### src/rtl/uart_rx_fifo.sv
// uart_rx_fifo: captures bytes from a level-style UART receiver ready flag
// into a synchronous FIFO and serves them to a consumer through a registered
// read port.
//
// Optional feature macro: UART_RX_FIFO_OVR_CNT_EN
//   When defined, adds output ovr_cnt[7:0], a saturating count of bytes
//   dropped because the FIFO was full (cleared by ovr_clr and reset).
//
// Ports:
//   clk          rising-edge clock for all logic
//   reset_n      asynchronous active-low reset
//   uart_rdy     receiver byte-ready level from the UART, held until cleared
//   uart_data    received byte, valid while uart_rdy=1
//   uart_rdy_clr one-cycle pulse that clears the UART ready flag
//   rd_en        consumer read request
//   rd_data      registered read data
//   rd_valid     one-cycle pulse, rd_data is new this cycle
//   empty/full   occupancy decodes of count (combinational)
//   count        current occupancy, 0..DEPTH
//   overrun      sticky: a byte was dropped while full
//   ovr_clr      clears overrun (a same-cycle drop wins)
//   ovr_cnt      (macro only) saturating dropped-byte counter
//
// DEPTH must be a power of two, minimum 2.

module uart_rx_fifo #(
  parameter int unsigned DATA_W = 8,
  parameter int unsigned DEPTH  = 16
) (
  input  logic                       clk,
  input  logic                       reset_n,
  input  logic                       uart_rdy,
  input  logic [DATA_W-1:0]          uart_data,
  output logic                       uart_rdy_clr,
  input  logic                       rd_en,
  output logic [DATA_W-1:0]          rd_data,
  output logic                       rd_valid,
  output logic                       empty,
  output logic                       full,
  output logic [$clog2(DEPTH):0]     count,
  output logic                       overrun,
  input  logic                       ovr_clr
`ifdef UART_RX_FIFO_OVR_CNT_EN
  ,
  output logic [7:0]                 ovr_cnt
`endif
);

  localparam int unsigned PTR_W = $clog2(DEPTH);
  localparam int unsigned CNT_W = PTR_W + 1;

  typedef enum logic [1:0] {
    IDLE     = 2'd0,
    CLR      = 2'd1,
    WAIT_LOW = 2'd2
  } state_t;

  state_t              state_q;
  state_t              state_d;
  logic                capture;
  logic                rd_do;
  logic                wr_do;
  logic                drop;

  logic [DATA_W-1:0]   mem [DEPTH];
  logic [PTR_W-1:0]    wr_ptr_q;
  logic [PTR_W-1:0]    rd_ptr_q;
  logic [CNT_W-1:0]    count_q;
  logic [DATA_W-1:0]   rd_data_q;
  logic                rd_valid_q;
  logic                rdy_clr_q;
  logic                overrun_q;

  // Capture FSM: one capture per assertion of uart_rdy.
  always_comb begin
    state_d = state_q;
    capture = 1'b0;
    case (state_q)
      IDLE: begin
        if (uart_rdy) begin
          capture = 1'b1;
          state_d = CLR;
        end
      end
      CLR:      state_d = WAIT_LOW;
      WAIT_LOW: if (!uart_rdy) state_d = IDLE;
      default:  state_d = IDLE;
    endcase
  end

  // Occupancy decodes and transfer qualifiers.
  assign empty = (count_q == '0);
  assign full  = (count_q == CNT_W'(DEPTH));
  assign rd_do = rd_en && !empty;
  // A same-cycle read frees a slot, so a capture into a full FIFO still lands.
  assign wr_do = capture && (!full || rd_do);
  assign drop  = capture && full && !rd_do;

  // State register; the clear pulse is registered off the IDLE->CLR transition.
  always_ff @(posedge clk or negedge reset_n) begin
    if (!reset_n) begin
      state_q   <= IDLE;
      rdy_clr_q <= 1'b0;
    end else begin
      state_q   <= state_d;
      rdy_clr_q <= (state_d == CLR) && (state_q != CLR);
    end
  end

  // Storage array, intentionally not reset.
  always_ff @(posedge clk) begin
    if (wr_do) mem[wr_ptr_q] <= uart_data;
  end

  // Pointers wrap naturally since DEPTH is a power of two.
  always_ff @(posedge clk or negedge reset_n) begin
    if (!reset_n) begin
      wr_ptr_q <= '0;
      rd_ptr_q <= '0;
      count_q  <= '0;
    end else begin
      if (wr_do) wr_ptr_q <= wr_ptr_q + PTR_W'(1);
      if (rd_do) rd_ptr_q <= rd_ptr_q + PTR_W'(1);
      case ({wr_do, rd_do})
        2'b10:   count_q <= count_q + CNT_W'(1);
        2'b01:   count_q <= count_q - CNT_W'(1);
        default: count_q <= count_q;
      endcase
    end
  end

  // Registered read port; a full-FIFO read+write sees the old head.
  always_ff @(posedge clk or negedge reset_n) begin
    if (!reset_n) begin
      rd_data_q  <= '0;
      rd_valid_q <= 1'b0;
    end else begin
      rd_valid_q <= rd_do;
      if (rd_do) rd_data_q <= mem[rd_ptr_q];
    end
  end

  // Sticky overrun; a drop outranks a simultaneous clear.
  always_ff @(posedge clk or negedge reset_n) begin
    if (!reset_n) begin
      overrun_q <= 1'b0;
    end else if (drop) begin
      overrun_q <= 1'b1;
    end else if (ovr_clr) begin
      overrun_q <= 1'b0;
    end
  end

`ifdef UART_RX_FIFO_OVR_CNT_EN
  logic [7:0] ovr_cnt_q;

  // Saturating drop counter; a drop coinciding with a clear restarts at one.
  always_ff @(posedge clk or negedge reset_n) begin
    if (!reset_n) begin
      ovr_cnt_q <= 8'd0;
    end else if (drop) begin
      if (ovr_clr)                 ovr_cnt_q <= 8'd1;
      else if (ovr_cnt_q != 8'hFF) ovr_cnt_q <= ovr_cnt_q + 8'd1;
    end else if (ovr_clr) begin
      ovr_cnt_q <= 8'd0;
    end
  end

  assign ovr_cnt = ovr_cnt_q;
`endif

  assign uart_rdy_clr = rdy_clr_q;
  assign rd_data      = rd_data_q;
  assign rd_valid     = rd_valid_q;
  assign count        = count_q;
  assign overrun      = overrun_q;

endmodule
### config.mk
export PLATFORM = sky130hd
export DESIGN_NAME = uart_rx_fifo
export DESIGN_NICKNAME = d
export VERILOG_FILES = /design/src/rtl/uart_rx_fifo.sv
export SDC_FILE = /design/constraint.sdc
export NUM_CORES = 1
export LEC_CHECK = 0
export BUFFER_PORTS_ARGS = -buffer_cell sky130_fd_sc_hd__buf_2
export CAP_MARGIN = 20
export CORE_MARGIN = 8
export CORE_UTILIZATION = 40
export DETAILED_ROUTE_END_ITERATION = 8
export GPL_TIMING_DRIVEN = 0
export PLACE_DENSITY = 0.6
export SYNTH_ARGS = -nofsm -noshare
export SYNTH_HDL_FRONTEND = slang
export SYNTH_SLANG_ARGS = --single-unit
### constraint.sdc
create_clock -name clk -period 3.3 [get_ports clk]
set_input_delay 0.165 -clock clk [delete_from_list [all_inputs] [get_ports clk]]
set_output_delay 0.165 -clock clk [all_outputs]
set_load 0.1 [all_outputs]
==> results.cfg <==
[global_route]
grt_pass1_vias = 3269
grtUsageMet1_pct = 16.56
grt.busiest_layer = met2
grt-ovfl-total = 0
use_met2_pct = 21.40
grt_pass1_wl_um = 19000
grt_max_degree = 27
use_met3_pct = 4.315
antenna_found_initial = 0
track_usage_pct = 13.41

[synth]
async_flop_share_pct = 16.88
yosysSeqAreaShare_pct = 72.95
yosysUniqueCellTypes = 41
synth_area_um2 = 6161
synth_nets = 343
syn_area_per_cell_um2 = 19.19
ys_ff_latch = 154
ys_warn_count = 0
synth_ff_type = edfxtp_1
synth_cells = 321
synth_edf_count = 128

[detailed_routing]
ant_nets = 0
num_vias = 3058
drt-pass1-iter-count = 4
wl_um = 12300
wl_per_cell_um = 21.39
routed_via_density = 5.318
drt_iter0_markers = 154
drc = 0

[floorplan]
rows = 45
die_w_um = 140.1
die_height_um = 140.1
dieArea_um2 = 19630
initial_core_util_pct = 40.68
core_region_area_um2 = 15150
ios = 31

[timing]
timing.fmax_mhz = 327.6
worstMarginPinSlew_ns = 1.024
period_share_pct = 92.50
setup_viol = 0
period_minus_slack_ns = 3.052
skew_ns = 0.008900
report.final.hold_viol_count = 0
setup_tns_ns = 0
hold_ws_ns = 0.08896
setup_slack_ns = 0.2475
rsz0062_at_grt = false
max-slew-margin-rel_pct = 31.49
slew_violations = 0

[layout]
area_delta_synth_final_pct = 16.94
n_antenna_cell = 0
nets = 396
nFillCells = 1250
drive_gt1_share_pct = 31.01

[power]
p_per_area_nw_per_um2 = 958.9
leakage_uw = 0.002536
peakVddDrop_mv = 0.5477
power.total_uw = 6909

[clock_network]
clk_latency_ns = 0.43
h-tree-depth = 4
cts_buffers = 17
post_cts.repair.setup_buffers = 0
cts_sinks = 154
clk_pin_slew_ns = 0.06
cts_root_buf = clkbuf_16
clockBufferDepth = 2
cts_tree = yes

[setup_path]
endpoint_kind = flip-flop
arrival_ns = 3.39
startpoint_type = flip-flop
criticalPathCategory = flip-flop to flip-flop
path_max_fanout = 10
reg2reg_slack_ns = 0.25
required_ns = 3.64

[placement]
preCtsSetupSlack_ns = 0.09651
gp_congestion = 0.7540
dp_hpwl_um = 7952
portBuffers = 30

[flow_run]
cap_viol_max_count = 0

[hold_path]
hold_path_class = input port to flip-flop

[status]
status = finished clean
## metrics by stage
stage | std cells | cell area, um2 | utilization, %
2_1_floorplan | 321 | 6165 | -
3_3_place_gp | 539 | 6550 | 43.25
3_5_place_dp | 540 | 6570 | 43.38
4_1_cts | 575 | 7198 | 47.53
5_1_grt | 575 | 7204 | 47.57
6_report | 575 | 7204 | 47.57
## Yosys cell counts (all sizes together) (2+ instances only)
cell    instances  area [um2]
nand3           2       10.01
mux4           32       720.7
clkbuf          4       15.01
ha              8       100.1
o21ai           3       26.28
nor2           15       56.30
edfxtp        128        3844
a21o            2       16.27
dfrtp          26       650.6
o221ai          7       61.31
nand4           2       12.51
inv             8       30.03
a21oi           2       10.01
xnor2           8       70.07
nand2b          3       18.77
mux2            4       48.79
nand2          19       71.32
nor3            4       20.02
mux2i          17       182.7
o211ai          2       15.01
buf            12       58.80
## metal layers
| layer | wire length, um | part of all wire [%] |
|---|---|---|
| met2 | 6023 | 49 |
| met3 | 618 | 5.0 |
| met5 | 0 | 0 |
| met1 | 5387 | 44 |
| met4 | 270 | 2.2 |
## state kept, by name, summed over array words and instances (netlist names)
name,count
count,5
overrun,1
uart_rdy_clr,1
wr_ptr_q,4
rd_data,8
rd_ptr_q,4
rd_valid,1
mem,128
state_q,2
## kinds of logic after synthesis
logic type                 after synthesis  synth area share (%)
AOI/OAI and AO/OA                       21                 2.925
xor gates and xnor gates                 9                 1.280
adders and majority gates                9                 1.950
buffers and inverters                   24                 1.685
DFF                                    154                 72.95
muxes                                   53                 15.45
and+or+nand+nor                         51                 3.757
## report_power, final
part	internal [uW]	switching [uW]	total [uW]
Clock	1190	777	1960
Combinational	824	1610	2430
Sequential	2370	142	2510
## worst paths after layout
kind	start	to	cells after the start
worst max-delay path	count[0]	count[4]	10
worst min-delay path	rd_en	rd_valid	3
worst max register to register	count[0]	count[4]	10
worst min register to register	state_q[1]	state_q[1]	1
max in group asynchronous	reset_n	count[1]	2
min in group asynchronous	reset_n	overrun	2
## final cells by class
class | instances | area, um2 | area share (%)
Buffer | 16 | 76.32 | 1.059
Sequential cell | 154 | 4498 | 62.43
Clock inverter | 15 | 172.7 | 2.397
Clock buffer | 17 | 425.4 | 5.905
Multi-Input combinational cell | 143 | 1582 | 21.95
Tap cell | 188 | 235.2 | 3.265
Inverter | 8 | 30.03 | 0.4168
Timing Repair Buffer | 34 | 185.2 | 2.570
## repair_timing
action                                  CTS  global route
hold buffers                              3             0
gates resized for setup                   0             3
endpoints found under the setup margin    0             1
hold endpoints to repair                 28             0
## cells in the final DEF (no fill, tap or decap), types with 8 or more instances in the layout
| master | netlist | routed |
|---|---|---|
| mux4_2 | 32 | 32 |
| nand2_1 | 19 | 19 |
| ha_1 | 8 | 8 |
| nor2_1 | 15 | 15 |
| buf_2 | 11 | 41 |
| clkbuf_16 | 0 | 17 |
| dfrtp_1 | 26 | 23 |
| xnor2_1 | 8 | 8 |
| mux2i_1 | 16 | 16 |
| edfxtp_1 | 128 | 128 |
## worst max-delay path, stage by stage (launching register included)
cell	delay, ns
dfrtp_2	0.45
or4_1	0.53
buf_2	0.18
o21ai_4	0.16
buf_4	0.21
nor2_1	0.12
fa_1	0.41
a21o_1	0.22
a21oi_2	0.17
mux2_2	0.35
o211ai_1	0.16
Note: power is estimated with default switching activity, not from simulation.
